<file path="src/rtl/jtframe_sdram_monitor.sv">
// SDRAM command-bus monitor: per-bank ACTIVE/READ/WRITE/same-row statistics over a
// fixed window, snapshot read port and sticky per-bank protocol-error flags.
module jtframe_sdram_monitor #(
  parameter int BAW    = 2,
  parameter int RW     = 13,
  parameter int CW     = 16,
  parameter int WINDOW = 48000
) (
  input  logic                  clk,
  input  logic                  rst,
  input  logic                  clr,
  input  logic [RW-1:0]         sdram_a,
  input  logic [BAW-1:0]        sdram_ba,
  input  logic                  sdram_ncs,
  input  logic                  sdram_nras,
  input  logic                  sdram_ncas,
  input  logic                  sdram_nwe,
  input  logic [BAW+2:0]        st_addr,
  output logic [CW-1:0]         st_dout,
  output logic                  win,
  output logic [(1<<BAW)-1:0]   err
);
  localparam int NB = 1 << BAW;
  localparam int TW = (WINDOW > 2) ? $clog2(WINDOW) : 1;
  localparam logic [TW-1:0] WLAST = TW'(WINDOW - 1);

  function automatic logic [CW-1:0] sat_inc(input logic [CW-1:0] v);
    return (&v) ? v : v + CW'(1);
  endfunction

  logic [CW-1:0] act_q [NB], act_d [NB], rd_q [NB], rd_d [NB], wr_q [NB], wr_d [NB];
  logic [CW-1:0] same_q [NB], same_d [NB], lng_q [NB], lng_d [NB], run_q [NB], run_d [NB];
  logic [CW-1:0] s_act_q [NB], s_act_d [NB], s_rd_q [NB], s_rd_d [NB], s_wr_q [NB], s_wr_d [NB];
  logic [CW-1:0] s_same_q [NB], s_same_d [NB], s_lng_q [NB], s_lng_d [NB];
  logic [RW-1:0] row_q [NB], row_d [NB];
  logic [NB-1:0] open_q, open_d, rv_q, rv_d, err_q, err_d;
  logic [CW-1:0] ref_q, ref_d, s_ref_q, s_ref_d, widx_q, widx_d, dout_q, dout_d;
  logic [TW-1:0] cnt_q, cnt_d;
  logic          win_q, win_d, tc;
  logic [BAW-1:0] sel_bank;

  assign st_dout  = dout_q;
  assign win      = win_q;
  assign err      = err_q;
  assign sel_bank = st_addr[BAW+2:3];

  always_comb begin
    tc     = (cnt_q == WLAST);
    cnt_d  = tc ? '0 : cnt_q + TW'(1);
    win_d  = tc;
    widx_d = tc ? widx_q + CW'(1) : widx_q;
    open_d = open_q;
    rv_d   = rv_q;
    err_d  = err_q;
    ref_d  = tc ? '0 : ref_q;
    s_ref_d = tc ? ref_q : s_ref_q;
    for (int i = 0; i < NB; i++) begin
      row_d[i]    = row_q[i];
      s_act_d[i]  = tc ? act_q[i]  : s_act_q[i];
      s_rd_d[i]   = tc ? rd_q[i]   : s_rd_q[i];
      s_wr_d[i]   = tc ? wr_q[i]   : s_wr_q[i];
      s_same_d[i] = tc ? same_q[i] : s_same_q[i];
      s_lng_d[i]  = tc ? lng_q[i]  : s_lng_q[i];
      // boundary commands count into the fresh window, so live counters start from 0
      act_d[i]    = tc ? '0 : act_q[i];
      rd_d[i]     = tc ? '0 : rd_q[i];
      wr_d[i]     = tc ? '0 : wr_q[i];
      same_d[i]   = tc ? '0 : same_q[i];
      lng_d[i]    = tc ? '0 : lng_q[i];
      run_d[i]    = tc ? '0 : run_q[i];
    end
    if (!sdram_ncs) begin
      case ({sdram_nras, sdram_ncas, sdram_nwe})
        3'd1: begin
          ref_d = sat_inc(ref_d);
          err_d = err_d | open_q;
        end
        3'd2: begin
          if (sdram_a[10]) open_d = '0;
          else             open_d[sdram_ba] = 1'b0;
        end
        3'd3: begin
          act_d[sdram_ba] = sat_inc(act_d[sdram_ba]);
          if (rv_q[sdram_ba] && (sdram_a == row_q[sdram_ba])) begin
            same_d[sdram_ba] = sat_inc(same_d[sdram_ba]);
            run_d[sdram_ba]  = sat_inc(run_d[sdram_ba]);
          end else begin
            run_d[sdram_ba] = CW'(1);
            row_d[sdram_ba] = sdram_a;
          end
          if (run_d[sdram_ba] > lng_d[sdram_ba]) lng_d[sdram_ba] = run_d[sdram_ba];
          else                                   lng_d[sdram_ba] = lng_d[sdram_ba];
          rv_d[sdram_ba]   = 1'b1;
          open_d[sdram_ba] = 1'b1;
          if (open_q[sdram_ba]) err_d[sdram_ba] = 1'b1;
          else                  err_d[sdram_ba] = err_d[sdram_ba];
        end
        3'd4: begin
          wr_d[sdram_ba] = sat_inc(wr_d[sdram_ba]);
          if (!open_q[sdram_ba]) err_d[sdram_ba] = 1'b1;
          else                   err_d[sdram_ba] = err_d[sdram_ba];
        end
        3'd5: begin
          rd_d[sdram_ba] = sat_inc(rd_d[sdram_ba]);
          if (!open_q[sdram_ba]) err_d[sdram_ba] = 1'b1;
          else                   err_d[sdram_ba] = err_d[sdram_ba];
        end
        default: begin
        end
      endcase
    end
    if (clr) begin
      cnt_d = '0; win_d = 1'b0; widx_d = '0; open_d = '0; rv_d = '0; err_d = '0;
      ref_d = '0; s_ref_d = '0;
      for (int i = 0; i < NB; i++) begin
        act_d[i] = '0; rd_d[i] = '0; wr_d[i] = '0; same_d[i] = '0; lng_d[i] = '0; run_d[i] = '0;
        s_act_d[i] = '0; s_rd_d[i] = '0; s_wr_d[i] = '0; s_same_d[i] = '0; s_lng_d[i] = '0;
      end
    end else begin
      cnt_d = cnt_d;
    end
    case (st_addr[2:0])
      3'd0:    dout_d = s_act_q[sel_bank];
      3'd1:    dout_d = s_rd_q[sel_bank];
      3'd2:    dout_d = s_wr_q[sel_bank];
      3'd3:    dout_d = s_same_q[sel_bank];
      3'd4:    dout_d = s_lng_q[sel_bank];
      3'd5:    dout_d = s_ref_q;
      3'd6:    dout_d = CW'(err_q);
      3'd7:    dout_d = widx_q;
      default: dout_d = '0;
    endcase
  end

  always_ff @(posedge clk or posedge rst) begin
    if (rst) begin
      cnt_q <= '0; win_q <= 1'b0; widx_q <= '0; open_q <= '0; rv_q <= '0; err_q <= '0;
      ref_q <= '0; s_ref_q <= '0; dout_q <= '0;
      for (int i = 0; i < NB; i++) begin
        act_q[i] <= '0; rd_q[i] <= '0; wr_q[i] <= '0; same_q[i] <= '0; lng_q[i] <= '0;
        run_q[i] <= '0; row_q[i] <= '0; s_act_q[i] <= '0; s_rd_q[i] <= '0; s_wr_q[i] <= '0;
        s_same_q[i] <= '0; s_lng_q[i] <= '0;
      end
    end else begin
      cnt_q <= cnt_d; win_q <= win_d; widx_q <= widx_d; open_q <= open_d; rv_q <= rv_d;
      err_q <= err_d; ref_q <= ref_d; s_ref_q <= s_ref_d; dout_q <= dout_d;
      for (int i = 0; i < NB; i++) begin
        act_q[i] <= act_d[i]; rd_q[i] <= rd_d[i]; wr_q[i] <= wr_d[i]; same_q[i] <= same_d[i];
        lng_q[i] <= lng_d[i]; run_q[i] <= run_d[i]; row_q[i] <= row_d[i];
        s_act_q[i] <= s_act_d[i]; s_rd_q[i] <= s_rd_d[i]; s_wr_q[i] <= s_wr_d[i];
        s_same_q[i] <= s_same_d[i]; s_lng_q[i] <= s_lng_d[i];
      end
    end
  end
endmodule

</file>
<file path="config.mk">
export PLATFORM = sky130hd
export DESIGN_NAME = jtframe_sdram_monitor
export DESIGN_NICKNAME = d
export VERILOG_FILES = /design/src/rtl/jtframe_sdram_monitor.sv
export SDC_FILE = /design/constraint.sdc
export NUM_CORES = 2
export LEC_CHECK = 0
export BUFFER_PORTS_ARGS = -buffer_cell sky130_fd_sc_hd__buf_2
export CORE_UTILIZATION = 47
export DETAILED_ROUTE_END_ITERATION = 10
export SLEW_MARGIN = 20
export SYNTH_ARGS = -nofsm -noshare
export SYNTH_HDL_FRONTEND = slang
export SYNTH_SLANG_ARGS = --single-unit
</file>
<file path="constraint.sdc">
create_clock -name clk -period 35.3 [get_ports clk]
set_clock_uncertainty 0.1 [all_clocks]
set_input_delay 1.765 -clock clk [delete_from_list [all_inputs] [get_ports clk]]
set_output_delay 1.765 -clock clk [all_outputs]
set_load 0.02 [all_outputs]
</file>
==> run summary <==
Final slew viol count = 0
Cts bufs inserted = 94
Total negative slack = 0 ps
Hold Crit Class = register to register
Setup-failing EPs final = 0
M1 GR Usage = 0.421
Final core occ = 0.521
Commonest non-fill, non-tap cell in the layout = nand2_1
Crit path kind = primary input to register
Vias/cell = 6.15
Row Count = 110
EDFF count, synth = 0
Total power = 2160 uW
Number of buffers added for setup after CTS = 0
Mean Syn Cell Area = 9.82 um2
Placed inst area = 43600 um2
Hold_sp = run_q[6]
Sequential fraction of the synthesis area = 0.498
Largest net degree at the start of global routing = 183
CP startpoint kind = primary input
Sequential share of power = 0.460
Antenna Nets Post-Route = 0
Initial drt markers = 3477
Bufs on Longest Clock Path = 3
Distinct cell type count after synthesis = 92
Clk slew on worst S/H paths = 60 ps
CTS tree = built
# DRC = 0
Worst reg2reg path depth = 22
Crit path DAT = 7830 ps
Dominant cell type by area after synthesis = dfrtp_1
Leakage power = 0.0195 uW
Clk_lat worst skew = 670 ps
First-pass GRT wire length = 204000 um
Synth area leaders = dfrtp_1, nand2_1, mux4_2
Finished Layout Cells = 5490
WHS Path Cells = 2
Drt first pass iters = 6
CTS root buf = clkbuf_16
Die outline height = 303 um
Worst reg2reg startpoint = cnt_q[0]
Clock Power Share = 0.485
Hold buffers post-CTS = 0
Final HPWL DP = 84900 um
CP endpoint kind = register
Initial antenna violation count = 5
Peak Freq = 136 MHz
Syn_nets = 4399
GRT busiest layer = met2
Yosys warns = 0
Worst path cell trace = buf_6 > buf_4 > mux4_2 > xnor2_1 > and2_1 > o2111ai_1 > or2_0 > or3_4 > inv_1 > ha_1 > nand4_1 > nor4_1 > or3_1 > a21oi_1 > or2_2 > nand2_1 > and3_1 > o21a_1
Measured slew at the worst slew-check pin = 1120 ps
Area grow syn2layout = 9.90%
Fin crit period = 7380 ps
Layout cells sized above 1 = 0.131
Clock Sinks = 849
Status = finished clean
Post-Syn Instances = 4348
Gate power share = 0.055
Int Power = 1660 uW
CP peak stage delay = 610 ps
Hold Path End = run_q[6]
CP Data Required Time = 35750 ps
Max IR drop VDD = 0.0420 mV
Synth Cell Area = 42700 um2
DRT Wirelength = 133000 um
Flops & latches, synth = 849
Critical Path Slowest Stage Cell = buf_4
CTS H-Tree Depth = 3
Via count = 33700
Gpl congestion = 0.921
Grt total ovfl = 0
Critical path's top delay family = simple AND/OR/NAND/NOR gates
Core ar. = 90000 um2
IO Pins = 48
Async set-reset flop share out of synthesis = 1.00
Max Cap Violations = 0
Worst reg2reg endpoint = lng_q[16]
Starting Density = 0.474
Met2 usage = 0.436
GR Util All Layers = 0.290
Number of global-route vias before repair = 32400
Commonest non-fill, non-tap cells in the layout = nand2_1, dfrtp_1, a21oi_1
Top_reg_cell synth = dfrtp_1
Number of port buffers = 47
Routed len/inst = 24.2 um
Psw = 506 uW
Die area = 92100 um2
Crit path buf inv count = 3
Final Hold Fails = 0
Worst-path fanout max = 48
Power density cells = 46.1 nW/um2
Area fraction of the dominant cell type after synthesis = 0.498
Worst R2R Setup Slack = 28280 ps
RSZ-0062 raised after global routing = false
Worst slew margin = 0.248
Gates resized, CTS repair = 0
Fin area = 46900 um2
Die X-Extent = 303 um
Final Cycle Share = 0.209
Met3 usage = 0.0603
Final Net Count = 4285
Placed Instances = 5313
Sw Share = 0.234
how the worst max path moves through the flow:
stage | from | end | slack (ps) | cells after the start
2_1_floorplan | rst | act_q[0] | 9580 | 1
3_3_place_gp | sdram_ba[1] | lng_q[16] | 27330 | 17
3_5_place_dp | sdram_ba[1] | lng_q[16] | 27250 | 17
4_1_cts | sdram_ba[1] | lng_q[16] | 27970 | 17
5_1_grt | sdram_ba[1] | lng_q[16] | 27520 | 17
6_report | sdram_ba[1] | lng_q[16] | 27920 | 18
sequential cells by signal (all words and copies together) (netlist names), 16 cells and up:
register  cells
act_q        64
lng_q        64
rd_q         64
run_q        64
s_act_q      64
s_lng_q      64
s_rd_q       64
s_same_q     64
s_wr_q       64
same_q       64
wr_q         64
row_q        52
cnt_q        16
ref_q        16
s_ref_q      16
st_dout      16
widx_q       16
stage by stage:
stage,worst slack (ps),hold WS [ps]
3_5_place_dp,27250,367
2_1_floorplan,9580,342
6_report,27920,376
5_1_grt,27520,401
3_3_place_gp,27330,359
4_1_cts,27970,380
tightest hold or removal path, cell delays in order, from the launching register on:
cell and delay [ps]:
dfrtp_1 340, nand2_1 40, o21ai_0 60
layout make-up:
type                       instances  area [um2]
antenna                            4        10.0
timing repair buffer             119         892
inverter                          33         131
sequential                       849       21200
multi-input combinational       3137       19900
fill                            8194       43100
tap                             1176        1470
clock buffer                     140        2790
clock inverter                    32         490
power groups by stage:
stage	clock (uW)	sequential (uW)	combinational (uW)
floorplan	0	1010	86.9
global placement	0	1010	120
detailed placement	0	1010	120
CTS	1060	995	121
global route	1100	996	130
finish	1050	995	119
synth_stat cells (10+ instances only):
cell and count:
mux4_2 165, nor2b_1 16, dfrtp_1 849, nand3_1 198, or2_2 10, nor3_1 26, buf_6 16, o2111ai_1 11
xnor2_1 56, a31oi_1 38, mux4_1 19, or3_1 10, o31ai_1 25, a22oi_1 21, and3_1 42, mux2_2 73
buf_1 23, mux2i_1 39, buf_2 22, nand2_1 1040, nand4_1 65, o21ai_0 245, xor2_1 40, nor2_1 199
ha_1 24, o221ai_1 12, nand2b_1 16, a21oi_1 527, and2_1 36, a22o_1 35, inv_1 32, o211ai_1 11
clkbuf_1 252
per-layer routing:
metal	vias up	routed length (um)
li1	15200	-
met1	17100	58700
met2	1186	59400
met3	216	10600
met4	6	3970
met5	-	36
cells by family after synthesis:
| kind of cell | synth area share |
|---|---|
| buffers and inverters | 0.0382 |
| AND/OR/NAND/NOR | 0.176 |
| XOR/XNOR | 0.0201 |
| flip-flops | 0.498 |
| AO/OA/AOI/OAI | 0.134 |
| multiplexers | 0.127 |
| adder cells (fa/ha/maj) | 0.00703 |
No activity file was read; power rests on OpenSTA's default activity.
